<file path="src/rtl/mem_access_unit_if.sv">
// Request/response and memory-port bundle for mem_access_unit.
// The slave modport is the unit itself, and the master modport is whoever drives requests and models memory.
interface mem_access_unit_if;
  logic       req_valid;
  logic       req_ready;
  logic       req_write;
  logic [7:0] req_addr;
  logic [7:0] req_wdata;
  logic       rsp_valid;
  logic [7:0] rsp_data;
  logic       rsp_err;
  logic       sb_empty;
  logic       MemRead;
  logic       MemWrite;
  logic [7:0] Address;
  logic [7:0] WriteData;
  logic [7:0] ReadData;

  modport slave (
    input  req_valid, req_write, req_addr, req_wdata, ReadData,
    output req_ready, rsp_valid, rsp_data, rsp_err, sb_empty,
           MemRead, MemWrite, Address, WriteData
  );

  modport master (
    output req_valid, req_write, req_addr, req_wdata, ReadData,
    input  req_ready, rsp_valid, rsp_data, rsp_err, sb_empty,
           MemRead, MemWrite, Address, WriteData
  );
endinterface

</file>
<file path="src/rtl/mem_access_unit.sv">
// Load/store front end: an in-order store buffer with load forwarding, a single arbitrated
// memory port, and load/error responses that arrive a fixed two cycles after acceptance.
module mem_access_unit #(
  parameter int SB_DEPTH = 2,
  parameter int MEM_ROWS = 32
) (
  input logic            CLK,
  input logic            Reset,
  mem_access_unit_if.slave bus
);
  // state      | meaning
  // PORT_IDLE  | no memory access; Address/WriteData hold their last value
  // PORT_READ  | MemRead for the load accepted in the previous cycle
  // PORT_WRITE | MemWrite draining the store-buffer head
  typedef enum logic [1:0] {
    PORT_IDLE  = 2'd0,
    PORT_READ  = 2'd1,
    PORT_WRITE = 2'd2
  } port_e;

  localparam int CNT_W = $clog2(SB_DEPTH + 1);

  port_e            port_q, port_d;
  logic [7:0]       addr_q, addr_d;
  logic [7:0]       wdata_q, wdata_d;

  logic [7:0]       sb_addr_q [SB_DEPTH];
  logic [7:0]       sb_addr_d [SB_DEPTH];
  logic [7:0]       sb_data_q [SB_DEPTH];
  logic [7:0]       sb_data_d [SB_DEPTH];
  logic [CNT_W-1:0] cnt_q, cnt_d;

  logic             s1_valid_q, s1_valid_d;
  logic             s1_err_q, s1_err_d;
  logic             s1_mem_q, s1_mem_d;
  logic [7:0]       s1_data_q, s1_data_d;

  logic             rsp_valid_q, rsp_valid_d;
  logic             rsp_err_q, rsp_err_d;
  logic [7:0]       rsp_data_q, rsp_data_d;

  logic             sb_full;
  logic             accept;
  logic             in_range;
  logic             fwd_hit;
  logic [7:0]       fwd_data;
  logic             mem_load;
  logic             pop;
  logic             push;
  int               push_slot;

  assign sb_full       = (int'(cnt_q) == SB_DEPTH);
  assign bus.req_ready = !Reset && !sb_full;
  assign accept        = bus.req_valid && bus.req_ready;
  assign in_range      = (int'(bus.req_addr) < MEM_ROWS);

  // Later entries are younger, so the last match in the scan wins.
  always_comb begin
    fwd_hit  = 1'b0;
    fwd_data = '0;
    for (int i = 0; i < SB_DEPTH; i++) begin
      if (i < int'(cnt_q) && sb_addr_q[i] == bus.req_addr) begin
        fwd_hit  = 1'b1;
        fwd_data = sb_data_q[i];
      end
    end
  end

  assign mem_load  = accept && !bus.req_write && in_range && !fwd_hit;
  assign pop       = (cnt_q != '0) && !mem_load;
  assign push      = accept && bus.req_write && in_range;
  assign push_slot = pop ? int'(cnt_q) - 1 : int'(cnt_q);

  always_comb begin
    port_d  = PORT_IDLE;
    addr_d  = addr_q;
    wdata_d = wdata_q;
    if (mem_load) begin
      port_d = PORT_READ;
      addr_d = bus.req_addr;
    end else if (pop) begin
      port_d  = PORT_WRITE;
      addr_d  = sb_addr_q[0];
      wdata_d = sb_data_q[0];
    end
  end

  // Head lives at index 0; a pop shifts everything down before the push lands.
  always_comb begin
    sb_addr_d = sb_addr_q;
    sb_data_d = sb_data_q;
    if (pop) begin
      for (int i = 0; i < SB_DEPTH - 1; i++) begin
        sb_addr_d[i] = sb_addr_q[i + 1];
        sb_data_d[i] = sb_data_q[i + 1];
      end
    end
    if (push) begin
      for (int i = 0; i < SB_DEPTH; i++) begin
        if (i == push_slot) begin
          sb_addr_d[i] = bus.req_addr;
          sb_data_d[i] = bus.req_wdata;
        end
      end
    end
    cnt_d = cnt_q + CNT_W'(push) - CNT_W'(pop);
  end

  always_comb begin
    s1_valid_d = accept && (!in_range || !bus.req_write);
    s1_err_d   = accept && !in_range;
    s1_mem_d   = mem_load;
    s1_data_d  = (accept && !bus.req_write && in_range && fwd_hit) ? fwd_data : 8'h00;

    rsp_valid_d = s1_valid_q;
    rsp_err_d   = s1_valid_q && s1_err_q;
    rsp_data_d  = 8'h00;
    if (s1_valid_q && !s1_err_q) begin
      rsp_data_d = s1_mem_q ? bus.ReadData : s1_data_q;
    end
  end

  always_ff @(posedge CLK) begin
    if (Reset) begin
      port_q      <= PORT_IDLE;
      addr_q      <= '0;
      wdata_q     <= '0;
      sb_addr_q   <= '{default: '0};
      sb_data_q   <= '{default: '0};
      cnt_q       <= '0;
      s1_valid_q  <= 1'b0;
      s1_err_q    <= 1'b0;
      s1_mem_q    <= 1'b0;
      s1_data_q   <= '0;
      rsp_valid_q <= 1'b0;
      rsp_err_q   <= 1'b0;
      rsp_data_q  <= '0;
    end else begin
      port_q      <= port_d;
      addr_q      <= addr_d;
      wdata_q     <= wdata_d;
      sb_addr_q   <= sb_addr_d;
      sb_data_q   <= sb_data_d;
      cnt_q       <= cnt_d;
      s1_valid_q  <= s1_valid_d;
      s1_err_q    <= s1_err_d;
      s1_mem_q    <= s1_mem_d;
      s1_data_q   <= s1_data_d;
      rsp_valid_q <= rsp_valid_d;
      rsp_err_q   <= rsp_err_d;
      rsp_data_q  <= rsp_data_d;
    end
  end

  assign bus.MemRead   = (port_q == PORT_READ);
  assign bus.MemWrite  = (port_q == PORT_WRITE);
  assign bus.Address   = addr_q;
  assign bus.WriteData = wdata_q;
  assign bus.rsp_valid = rsp_valid_q;
  assign bus.rsp_data  = rsp_data_q;
  assign bus.rsp_err   = rsp_err_q;
  assign bus.sb_empty  = (cnt_q == '0);
endmodule
</file>
<file path="src/flat_wrapper.sv">
// flat-port wrapper written by rule: the top's interface ports become plain ports
module mem_access_unit_flat 
#(
  parameter int SB_DEPTH = 2,
  parameter int MEM_ROWS = 32
)
  (CLK, Reset, bus_req_valid, bus_req_write, bus_req_addr, bus_req_wdata, bus_ReadData, bus_req_ready, bus_rsp_valid, bus_rsp_data, bus_rsp_err, bus_sb_empty, bus_MemRead, bus_MemWrite, bus_Address, bus_WriteData);
  mem_access_unit_if bus_i ();
  input logic CLK;
  input logic Reset;
  input wire logic [$bits(bus_i.req_valid)-1:0] bus_req_valid;
  input wire logic [$bits(bus_i.req_write)-1:0] bus_req_write;
  input wire logic [$bits(bus_i.req_addr)-1:0] bus_req_addr;
  input wire logic [$bits(bus_i.req_wdata)-1:0] bus_req_wdata;
  input wire logic [$bits(bus_i.ReadData)-1:0] bus_ReadData;
  output wire logic [$bits(bus_i.req_ready)-1:0] bus_req_ready;
  output wire logic [$bits(bus_i.rsp_valid)-1:0] bus_rsp_valid;
  output wire logic [$bits(bus_i.rsp_data)-1:0] bus_rsp_data;
  output wire logic [$bits(bus_i.rsp_err)-1:0] bus_rsp_err;
  output wire logic [$bits(bus_i.sb_empty)-1:0] bus_sb_empty;
  output wire logic [$bits(bus_i.MemRead)-1:0] bus_MemRead;
  output wire logic [$bits(bus_i.MemWrite)-1:0] bus_MemWrite;
  output wire logic [$bits(bus_i.Address)-1:0] bus_Address;
  output wire logic [$bits(bus_i.WriteData)-1:0] bus_WriteData;
  assign bus_i.req_valid = bus_req_valid;
  assign bus_i.req_write = bus_req_write;
  assign bus_i.req_addr = bus_req_addr;
  assign bus_i.req_wdata = bus_req_wdata;
  assign bus_i.ReadData = bus_ReadData;
  assign bus_req_ready = bus_i.req_ready;
  assign bus_rsp_valid = bus_i.rsp_valid;
  assign bus_rsp_data = bus_i.rsp_data;
  assign bus_rsp_err = bus_i.rsp_err;
  assign bus_sb_empty = bus_i.sb_empty;
  assign bus_MemRead = bus_i.MemRead;
  assign bus_MemWrite = bus_i.MemWrite;
  assign bus_Address = bus_i.Address;
  assign bus_WriteData = bus_i.WriteData;
  mem_access_unit #(.SB_DEPTH(SB_DEPTH), .MEM_ROWS(MEM_ROWS)) u_core (.CLK(CLK), .Reset(Reset), .bus(bus_i));
endmodule
</file>
<file path="config.mk">
export PLATFORM = sky130hd
export DESIGN_NAME = mem_access_unit_flat
export DESIGN_NICKNAME = d
export VERILOG_FILES = /design/src/rtl/mem_access_unit_if.sv /design/src/rtl/mem_access_unit.sv /design/src/flat_wrapper.sv
export SDC_FILE = /design/constraint.sdc
export NUM_CORES = 1
export LEC_CHECK = 0
export CORE_UTILIZATION = 30
export CTS_CLUSTER_DIAMETER = 100
export DETAILED_ROUTE_END_ITERATION = 12
export SYNTH_ARGS = -nofsm -noshare
export SYNTH_HDL_FRONTEND = slang
export SYNTH_SLANG_ARGS = --single-unit
</file>
<file path="constraint.sdc">
create_clock -name CLK -period 4.3 [get_ports CLK]
set_input_delay 0.86 -clock CLK [delete_from_list [all_inputs] [get_ports CLK]]
set_output_delay 0.86 -clock CLK [all_outputs]
set_load 0.05 [all_outputs]
</file>
==> metrics.md <==
| Metric | Value |
|---|---|
| First-pass GRT wire length | 12.8 mm |
| Peak Freq | 295 MHz |
| Crit Path Max Fanout | 14 |
| Row cnt | 37 |
| Vias in the first global route | 2,491 |
| Port bufs | 57 |
| Power Total | 0.00172 W |
| Final setup fails | 0 |
| Power Dens Cells | 417 nW/um^2 |
| Sequential share of the synthesized area | 0.441 |
| CP max stage delay | 0.95 ns |
| Final ANT Viol Nets | 0 |
| Number of buffers created by CTS | 9 |
| Area of the core | 10,400 um^2 |
| Largest family of logic cells by synthesized area | simple AND/OR/NAND/NOR gates |
| CTS Sinks | 72 |
| Vias | 2,522 |
| Final core utilization | 0.396 |
| Die width | 106 um |
| Pin count of the biggest net entering global routing | 48 |
| Vias/cell | 4.72 |
| Quantity of gates resized following cts | 0 |
| Mapped cell area | 3270 um^2 |
| Deepest clock path buffer count | 2 |
| Antenna violations before repair | 0 |
| FF+latch count, synth | 72 |
| Synth Area in XOR/XNOR | 0.0483 |
| Met3 routed WL | 415 um |
| # IOs | 58 |
| Routed WL | 7.70 mm |
| Multi-input gate area | 1680 um^2 |
| Internal Pwr Total | 0.00114 W |
| Syn. warnings | 0 |
| WP data required | 3.44 ns |
| Initial DRC Count | 134 |
| Post-synth ARST share | 0 |
| Post-synth cell types | 41 |
| Peak supply drop | 0.181 mV |
| EDFF count, synth | 0 |
| Post-DP HPWL | 5.40 mm |
| Synth Area in Adders | 0.0192 |
| Sw power | 0.000580 W |
| Commonest non-fill, non-tap cell in the layout | dfxtp_1 |
| Gr usage total | 0.149 |
| Cells after synthesis | 341 |
| Slowest-stage cell, CP | clkdlybuf4s50_1 |
| CTS tree | done |
| Critical path class | reg -> out |
| RSZ-0062 raised after global routing | false |
| CTS H-tree depth | 3 |
| Pleak | 1.44 nW |
| Clk slew on worst S/H paths | 0.09 ns |
| Crit path cell chain | inv_1, ha_1, clkdlybuf4s50_1 |
| Post-CTS setup buffers | 0 |
| Initial Util | 0.314 |
| Final min period | 3.39 ns |
| Final Max Tran Viols | 0 |
| Fill cells | 1,060 |
| Met1 Wirelength | 3.71 mm |
| Critical Path Start Type | register |
| Syn nets | 374 |
| Switch share | 0.337 |
| Crit. End Element | output pin |
| Setup TNS | 0 ns |
| Hold Vio Cnt, Final | 0 |
| Dominant synthesized flop cell | dfxtp_1 |
| Period utilisation layout | 0.788 |
| Maxcap violations | 0 |
| Mux cell area share after synthesis | 0.120 |
| Seq pwr share | 0.413 |
| Synth Area in Simple Gates | 0.195 |
| Root buf cell | clkbuf_8 |
| Crit path DAT | 2.53 ns |
| Clock Power Share | 0.320 |
| Drt wl/cell | 14.4 um |
| Placed inst area | 3920 um^2 |
| Comb pwr share | 0.267 |
| Routability Congestion | 0.775 |
| Slew @ Worst Pin | 0.740 ns |
| Die area | 11,300 um^2 |
| Hold/Removal Path Class | reg -> reg |
| Status | completed |
| Critical path buffers and inverters | 2 |
| Ant diodes | 0 |
| Layout cells sized above 1 | 0.116 |
| Met2 WL | 3.49 mm |
| Top sig layer | met4 |
| DRC errors left | 0 |
| Die height | 106 um |
| Gr ovfl total | 0 |
| Hold Buf Count CTS | 0 |
| Relative slew slack | 0.507 |
| Fin area | 4120 um^2 |
| CP top delay family | buffers and inverters |
| Layout area overhead | 26.2% |
| Nets | 426 |
| Worst-skew pair later-pin latency | 0.36 ns |
| Sequential Area | 1440 um^2 |
| Clk_skew | 0.0110 ns |
| Drt pass-1 iters | 4 |
| Most frequent cells in the layout | dfxtp_1, clkdlybuf4s50_1, mux2i_1, nor2_1, nand2_1 |
| Synthesized area per cell | 9.58 um^2 |
| Compound-cell area share of the yosys netlist | 0.130 |
[power by group through the flow]
stage	logic (W)	clock network [W]	registers, W
2_1_floorplan	0.000364	0	0.000722
3_3_place_gp	0.000455	0	0.000724
3_5_place_dp	0.000461	0	0.000726
4_1_cts	0.000461	0.000559	0.000710
5_1_grt	0.000492	0.000603	0.000714
6_report	0.000459	0.000551	0.000710
[cells by family after synthesis]
kind of cell / Yosys count
buf+inv: 26
flops: 72
xor+xnor: 18
simple gates: 121
mux: 38
compound gates: 61
fa+ha+maj: 5
[Yosys cell counts, types with 4 or more instances]
cell	count	area [um^2]
nand2b_1	18	113
nor2b_1	8	50.1
buf_6	4	45.0
xor2_1	10	87.6
ha_1	5	62.6
clkbuf_1	12	45.0
nand3_1	16	80.1
a21oi_1	20	100
xnor2_1	8	70.1
or3_1	4	25.0
mux2_2	5	56.3
nor2_1	29	109
a211oi_2	11	138
dfxtp_1	72	1440
nor3_1	6	30.0
buf_2	5	25.0
mux2i_1	32	320
nand2_1	24	90.1
o21ai_0	19	95.1
nor3b_1	4	30.0
[path summary, 6_finish.rpt]
kind	start	to	slack (ns)	depth (start not counted)
worst max-delay path	u_core.cnt_q[1]$_SDFF_PP0_	bus_sb_empty	0.91	3
worst min register to register	u_core.bus.WriteData[0]$_SDFFE_PP0P_	u_core.bus.WriteData[0]$_SDFFE_PP0P_	0.46	2
worst max register to register	u_core.cnt_q[1]$_SDFF_PP0_	u_core.cnt_q[1]$_SDFF_PP0_	1.11	10
worst min-delay path	u_core.bus.WriteData[0]$_SDFFE_PP0P_	u_core.bus.WriteData[0]$_SDFFE_PP0P_	0.46	2
[per-stage QoR]
step / hold slack (ns) / setup WS [ns] / instances
2_1_floorplan: 0.420 / 1.12 / 341
3_3_place_gp: 0.440 / 0.652 / 518
3_5_place_dp: 0.452 / 0.595 / 518
4_1_cts: 0.465 / 0.907 / 534
5_1_grt: 0.478 / 0.765 / 534
6_report: 0.460 / 0.910 / 534
[metal layers]
metal | vias up | global-route usage
li1 | 1285 | -
met1 | 1171 | 0.194
met2 | 58 | 0.233
met3 | 8 | 0.0441
met4 | 0 | 0.0526
met5 | - | 0
[area by class of cell]
type | count | share of cell area
clock buffers | 9 | 0.0301
clock inverters | 7 | 0.0188
inverters | 3 | 0.00273
multi-input cells | 243 | 0.407
flip-flops and latches | 72 | 0.350
well taps | 136 | 0.0413
repair buffers | 64 | 0.150
[flip-flops by register name (all words and copies together), names as in the netlist, 2 cells and up]
register / count
u_core.sb_addr_q: 16
u_core.cnt_q: 2
u_core.bus.Address: 8
u_core.bus.WriteData: 8
u_core.s1_data_q: 8
u_core.bus.rsp_data: 8
u_core.sb_data_q: 16
[tightest hold or removal path, cell delays in order (launching register included)]
cell and delay (ns):
dfxtp_1 0.32, nand2_1 0.05, a21oi_1 0.05
No activity file was read; power rests on OpenSTA's default activity.
